--- config.mk ---
export PLATFORM = sky130hd
export DESIGN_NAME = ni_packetizer
export DESIGN_NICKNAME = d
export VERILOG_FILES = /design/src/rtl/ni_packetizer.sv
export SDC_FILE = /design/constraint.sdc
export NUM_CORES = 1
export LEC_CHECK = 0
export ABC_AREA = 1
export CORE_ASPECT_RATIO = 1.1
export CORE_MARGIN = 4
export CORE_UTILIZATION = 40
export CTS_BUF_LIST = sky130_fd_sc_hd__clkbuf_16
export CTS_CLUSTER_SIZE = 40
export DETAILED_ROUTE_END_ITERATION = 12
export PLACE_DENSITY_LB_ADDON = 0.08
export SLEW_MARGIN = 20
export SYNTH_ARGS = -nofsm -noshare
export SYNTH_HDL_FRONTEND = slang
export SYNTH_SLANG_ARGS = --single-unit
--- constraint.sdc ---
create_clock -name clk -period 1.85 [get_ports clk]
set_clock_uncertainty 0.1 [all_clocks]
set_input_delay 0.37 -clock clk [delete_from_list [all_inputs] [get_ports clk]]
set_output_delay 0.37 -clock clk [all_outputs]
set_load 0.03 [all_outputs]
--- src/rtl/ni_packetizer.sv ---
// NI transmit packetizer: turns local message requests into HEAD/BODY/TAIL
// or SINGLE flits behind a single registered output slot.
module ni_packetizer #(
    parameter int PORT_WIDTH = 128,
    parameter int DEST_W     = 4,
    parameter int LEN_W      = 4,
    parameter int SRC_ID     = 0
) (
    input  logic                  clk,
    input  logic                  srst,
    input  logic                  cmd_val,
    output logic                  cmd_rdy,
    input  logic [DEST_W-1:0]     cmd_dest,
    input  logic [LEN_W-1:0]      cmd_len,
    input  logic                  pld_val,
    output logic                  pld_rdy,
    input  logic [PORT_WIDTH-3:0] pld_dat,
    output logic                  flit_val,
    output logic [PORT_WIDTH-1:0] flit_dat,
    input  logic                  flit_rdy,
    output logic                  busy
);

    localparam int PW = PORT_WIDTH;
    localparam logic [0:0] ST_IDLE = 1'b0;
    localparam logic [0:0] ST_BODY = 1'b1;
    localparam logic [1:0] T_BODY   = 2'b00;
    localparam logic [1:0] T_HEAD   = 2'b01;
    localparam logic [1:0] T_TAIL   = 2'b10;
    localparam logic [1:0] T_SINGLE = 2'b11;

    logic [0:0]       state_q, state_d;
    logic [LEN_W-1:0] remaining_q, remaining_d;
    logic [7:0]       seq_q, seq_d;
    logic             flit_val_q, flit_val_d;
    logic [PW-1:0]    flit_dat_q, flit_dat_d;

    logic          slot_free;
    logic          cmd_fire;
    logic          pld_fire;
    logic          last_body;
    logic [PW-1:0] hdr;

    assign slot_free = !flit_val_q || flit_rdy;
    assign cmd_rdy   = (state_q == ST_IDLE) && slot_free;
    assign pld_rdy   = (state_q == ST_BODY) && slot_free;
    assign cmd_fire  = cmd_val && cmd_rdy;
    assign pld_fire  = pld_val && pld_rdy;
    assign last_body = (remaining_q == LEN_W'(1));
    assign busy      = (state_q == ST_BODY);
    assign flit_val  = flit_val_q;
    assign flit_dat  = flit_dat_q;

    // Header fields packed from the MSB down; the low bits stay zero.
    always_comb begin
        hdr = '0;
        hdr[PW-1 -: 2] = (cmd_len == '0) ? T_SINGLE : T_HEAD;
        hdr[PW-3 -: DEST_W] = cmd_dest;
        hdr[PW-3-DEST_W -: DEST_W] = DEST_W'(SRC_ID);
        hdr[PW-3-2*DEST_W -: LEN_W] = cmd_len;
        hdr[PW-3-2*DEST_W-LEN_W -: 8] = seq_q;
    end

    always_comb begin
        state_d     = state_q;
        remaining_d = remaining_q;
        seq_d       = seq_q;
        flit_val_d  = flit_val_q;
        flit_dat_d  = flit_dat_q;
        if (flit_val_q && flit_rdy) begin
            flit_val_d = 1'b0;
        end
        unique case (1'b1)
            cmd_fire: begin
                flit_val_d = 1'b1;
                flit_dat_d = hdr;
                seq_d      = seq_q + 8'd1;
                if (cmd_len != '0) begin
                    state_d     = ST_BODY;
                    remaining_d = cmd_len;
                end
            end
            pld_fire: begin
                flit_val_d  = 1'b1;
                flit_dat_d  = {last_body ? T_TAIL : T_BODY, pld_dat};
                remaining_d = remaining_q - LEN_W'(1);
                if (last_body) begin
                    state_d = ST_IDLE;
                end
            end
            default: begin
            end
        endcase
    end

    always_ff @(posedge clk) begin
        if (srst) begin
            state_q     <= ST_IDLE;
            remaining_q <= '0;
            seq_q       <= '0;
            flit_val_q  <= 1'b0;
            flit_dat_q  <= '0;
        end else begin
            state_q     <= state_d;
            remaining_q <= remaining_d;
            seq_q       <= seq_d;
            flit_val_q  <= flit_val_d;
            flit_dat_q  <= flit_dat_d;
        end
    end

endmodule

==> After elaboration in Yosys (flattened, before gate mapping) <==
Cells that the tools add are included.
{ "classes": {"n_addsub": 2, "eq_ne": 3, "mux": 10, "n_bitwise": 1, "n_reduce_logical": 14} }
{ "op_table": {"columns": ["op", "count"], "rows": [
  ["$pmux 128 s2", 1],
  ["$add 8x1->8 const B", 1],
  ["$pmux 4 s2", 1],
  ["$logic_and 1x1->1", 5],
  ["$eq 4x1->1 const B", 1],
  ["$logic_not 4->1", 1],
  ["$mux 1", 4],
  ["$mux 2", 2],
  ["$mux 4", 1],
  ["$ne 2x1->1 const B", 2],
  ["$reduce_bool 2->1", 2],
  ["$reduce_bool 4->1", 1],
  ["$sub 4x1->4 const B", 1],
  ["$reduce_and 3->1", 1],
  ["$pmux 1 s2", 1],
  ["$reduce_and 2->1", 1],
  ["$reduce_or 2->1", 1],
  ["$logic_not 1->1", 1],
  ["$logic_or 1x1->1", 1],
  ["$not 1->1", 1]
]} }
{ "word_totals": {"reg_bits": 142, "output_inout_bits": 132} }

==> Longest topological paths before layout <==
{ "depth": {"word_depth": 6, "mapped_depth": 10, "depth_no_buf": 9} }

==> Least setup slack after synthesis <==
OpenSTA, ideal clock, no wires.
{ "synth_path": {"path_kind": "reg-to-reg", "from": "register state_q (netlist: busy)", "to": "register state_q (netlist: busy)", "t_arrival_ns": 1.652, "required_ns": 1.680, "path_slack_ns": 0.028, "stages_incl_launch_ff": 7, "n_path_buf": 0, "path_cell_list": "dfxtp_1 > inv_1 > a21oi_1 > nand3_1 > nand3_1 > nand2_1 > a21oi_1"} }
{ "synth_between": {"elab_cells_between_ends": 10, "cone_classes": "2 x eq/ne; 1 x mux; 1 x bitwise; 6 x reduce/logical"} }
{ "synth_lines": {"columns": ["element", "line_no", "text"], "rows": [
  ["start: declaration", "32", "logic [0:0] state_q, state_d;"],
  ["start signal: assignment", "104", "state_q <= state_d;"],
  ["$logic_and 1x1->1 (*)", "46", "assign pld_rdy = (state_q == ST_BODY) && slot_free;"],
  ["net pld_rdy", "16", "output logic pld_rdy,"],
  ["$logic_and 1x1->1 (*)", "48", "assign pld_fire = pld_val && pld_rdy;"],
  ["$ne 2x1->1 (no line) / $reduce_bool 2->1 (equally long branches)", null, null],
  ["$reduce_and 3->1 (no line)", null, null]
]} }
The timed path passes the listed nets; every way through them passes the cells marked *.
A chain may end at the register's enable or synchronous reset.

==> Worst setup path in the final report <==
{ "layout_path": {"from": "register state_q (netlist: busy)", "to": "output port pld_rdy"} }
{ "layout_between": {"elab_chain_len": 1} }
{ "layout_lines": {"columns": ["element", "line_no"], "rows": [
  ["$logic_and 1x1->1", "46"],
  ["end: declaration", "16"]
]} }
No other way between the ends.

==> results.md <==
* Reg area at 2843 um2
* CTS tree: built
* Net count after synthesis at 833
* PnR worst setup slack at 0.1286 ns
* FF-to-FF setup slack at 0.35 ns
* Max-cap violations at 0
* Multiplexer share of the synthesized area at 0%
* Drt total wl at 16730 um
* Fmax at 580.9 MHz
* Yosys warns at 0
* Worst-Skew Late Latency at 0.41 ns
* CP Max Fanout at 4
* WS Path Type: flop to primary output
* Largest net degree at the start of global routing at 91
* Reg-to-Reg Start: busy
* Status: finished clean
* Slew Limit Fails at 0
* Htree depth at 4
* R2R cell count at 7
* Sink Count at 142
* Rows at 43
* Worst setup SP type: flop
* Netlist Area Pre-Place at 5305 um2
* Met1 Wirelength at 6503 um
* Mean post-synth cell area at 7.677 um2
* Worst slew margin at 71.60%
* DR pass1 iterations at 5
* Drt via density at 4.846
* Tmin final at 1.721 ns
* Highest routed layer: met4
* Grt ovf at 0
* Die area at 15170 um2
* Starting DRC count in detailed routing at 415
* Fill count at 1098
* Synthesized flop and latch total at 142
* Largest family of logic cells by synthesized area: simple AND/OR/NAND/NOR gates
* Die X at 117.8 um
* Simple-gate portion of the synthesized area at 22.59%
* Synth Area in Adders at 0.7075%
* Worst Setup SP: busy
* Met3 WL at 1503 um
* Slew @ Worst Pin at 0.4255 ns
* Setup WS pre-CTS at -0.1358 ns
* LEAKAGE at 3.761 nW
* FF-to-FF End: flit_dat[4]
* ANT nets after route at 0
* Cts-stage hold buffer count at 0
* Count of final setup violators at 0
* GP Congestion at 0.7887
* DRC at 0
* Max clock buf depth at 2
* Num CTS Buffers at 17
* I/O Buffers at 270
* Vias at 5423
* Initial antenna violation count at 0
* Met2 WL post-DR at 8306 um
* Register area share after synthesis at 53.58%
* Post_cts resized at 130
* TNS Setup at 0 ns
* Diodes inserted at 0
* Total track usage at 22.02%
* Gate Count Post-Synth at 691
* Die Ht at 128.8 um
* Pwr Density at 931.6 nW/um2
* Hold Path Class: flop to flop
* Max VDD drop at 0.5129 mV
* Worst Path Arrival at 1.25 ns
* Hold Fails Final Rpt at 0
* Clock Root Buffer: clkbuf_16
* RSZ-0062 raised after global routing: false
* Fin crit share at 93.05%
* Global-route wire length before repair at 26930 um
* Initial core utilization at 41.43%
* CTS clock-pin slew for the worst setup and hold paths at 0.05 ns
* Synth Area in Compound Gates at 15.38%
* Area of the core at 12800 um2
* Worst Setup EP: pld_rdy
* Multi-input logic area at 2061 um2
* Share of cells above drive strength 1 at 5.094%
* Fraction of synthesized cell area in xor and xnor cells at 0.1651%
* CP required at 1.38 ns
* Area Growth Syn to Fin at 60.80%
* Hpwl dp at 12320 um
* Vias in the first global route at 5410
* Netlist cell types at 23
* IO Pins at 271
* Crit path capture type: primary output
* Setup bufs post-CTS at 0
* # nets final at 1092
* Routed len/inst at 14.95 um
stage by stage:
step / hold WS, ns / std cells / cell area, um2 / utilization (%) / total power [W]
detailed placement: 0.3540 / 1088 / 8102 / 63.27 / 0.004705
finish: 0.3575 / 1119 / 8531 / 66.62 / 0.007947
global route: 0.3758 / 1119 / 8531 / 66.62 / 0.008275
floorplan: 0.3437 / 691 / 5305 / - / 0.004031
global placement: 0.3462 / 1088 / 8102 / 63.27 / 0.004675
CTS: 0.3389 / 1119 / 8524 / 66.57 / 0.008024
area by class of cell:
class,count,share of cell area [%]
sequential,142,33.32
timing repair buffer,286,32.05
multi-input combinational,474,24.16
clock buffer,17,4.987
tap,157,2.303
clock inverter,14,1.877
inverter,29,1.305
sequential cells by signal, indices dropped and copies added, names as in the netlist:
signal / cells
seq_q: 8
remaining_q: 4
busy: 1
flit_dat: 128
flit_val: 1
cells in the mapped netlist:
| cell type | number | area [um2] |
|---|---|---|
| nand3_1 | 7 | 35.03 |
| o21ai_1 | 1 | 5.000 |
| nor3_1 | 1 | 5.000 |
| inv_1 | 26 | 97.59 |
| clkinv_2 | 1 | 5.000 |
| clkbuf_1 | 15 | 56.30 |
| dfxtp_1 | 142 | 2843 |
| nand2_1 | 285 | 1070 |
| nand3_2 | 2 | 20.02 |
| o21ai_0 | 21 | 105.1 |
| nand4_1 | 1 | 6.260 |
| nand2_4 | 1 | 11.26 |
| buf_4 | 8 | 60.06 |
| buf_2 | 14 | 70.07 |
| a21oi_1 | 126 | 630.6 |
| buf_6 | 8 | 90.09 |
| nand2_2 | 1 | 6.260 |
| xnor2_1 | 1 | 8.760 |
| inv_2 | 2 | 7.510 |
| ha_1 | 3 | 37.54 |
| a31oi_1 | 12 | 75.07 |
| nor2_1 | 12 | 45.04 |
| buf_8 | 1 | 15.01 |
placed cells by master (no fill, tap or decap):
cell	n
a31oi_1	12
nand2_4	1
nand4_1	1
dfxtp_1	142
bufinv_16	4
ha_1	3
o21ai_1	1
clkbuf_16	17
buf_12	6
clkinv_1	4
nand2_2	1
xnor2_1	1
inv_1	30
dlygate4sd2_1	130
clkdlybuf4s50_1	136
inv_2	1
buf_4	12
dlymetal6s2s_1	1
nand3_1	7
nand3_2	2
o21ai_0	21
a21oi_1	126
clkinv_2	4
buf_6	1
nand2_1	285
nor2_1	12
nor3_1	1
power by group:
| part | switching [W] | total [W] | leakage [nW] | internal (W) |
|---|---|---|---|---|
| clock network | 0.00119 | 0.00339 | 0.301 | 0.00220 |
| logic | 0.000740 | 0.00130 | 2.31 | 0.000555 |
| registers | 0.0000679 | 0.00326 | 1.15 | 0.00319 |
| total | 0.00200 | 0.00795 | 3.76 | 0.00595 |
logic make-up after synthesis:
family	Yosys count
compound gates	160
fa+ha+maj	3
simple gates	310
flops	142
xor+xnor	1
buf+inv	75
how the worst min path moves through the flow:
stage / startpoint / end / cells past startpoint
after floorplan: seq_q[6] / seq_q[6] / 1
after global placement: flit_dat[119] / flit_dat[119] / 2
after detailed placement: flit_dat[64] / flit_dat[64] / 2
after CTS: srst / flit_val / 4
after global routing: flit_dat[93] / flit_dat[93] / 2
final: flit_dat[10] / flit_dat[10] / 2
per-layer routing:
layer	up-vias	global-route usage, %
met5	-	0
met4	0	9.517
met3	28	9.231
met2	215	37.21
met1	2450	24.58
li1	2730	-
worst max-delay path: stages (launching register included):
cell and delay, ns:
dfxtp_1 0.38, inv_1 0.10, a21oi_1 0.17, buf_4 0.20
No activity file was read; power rests on OpenSTA's default activity.
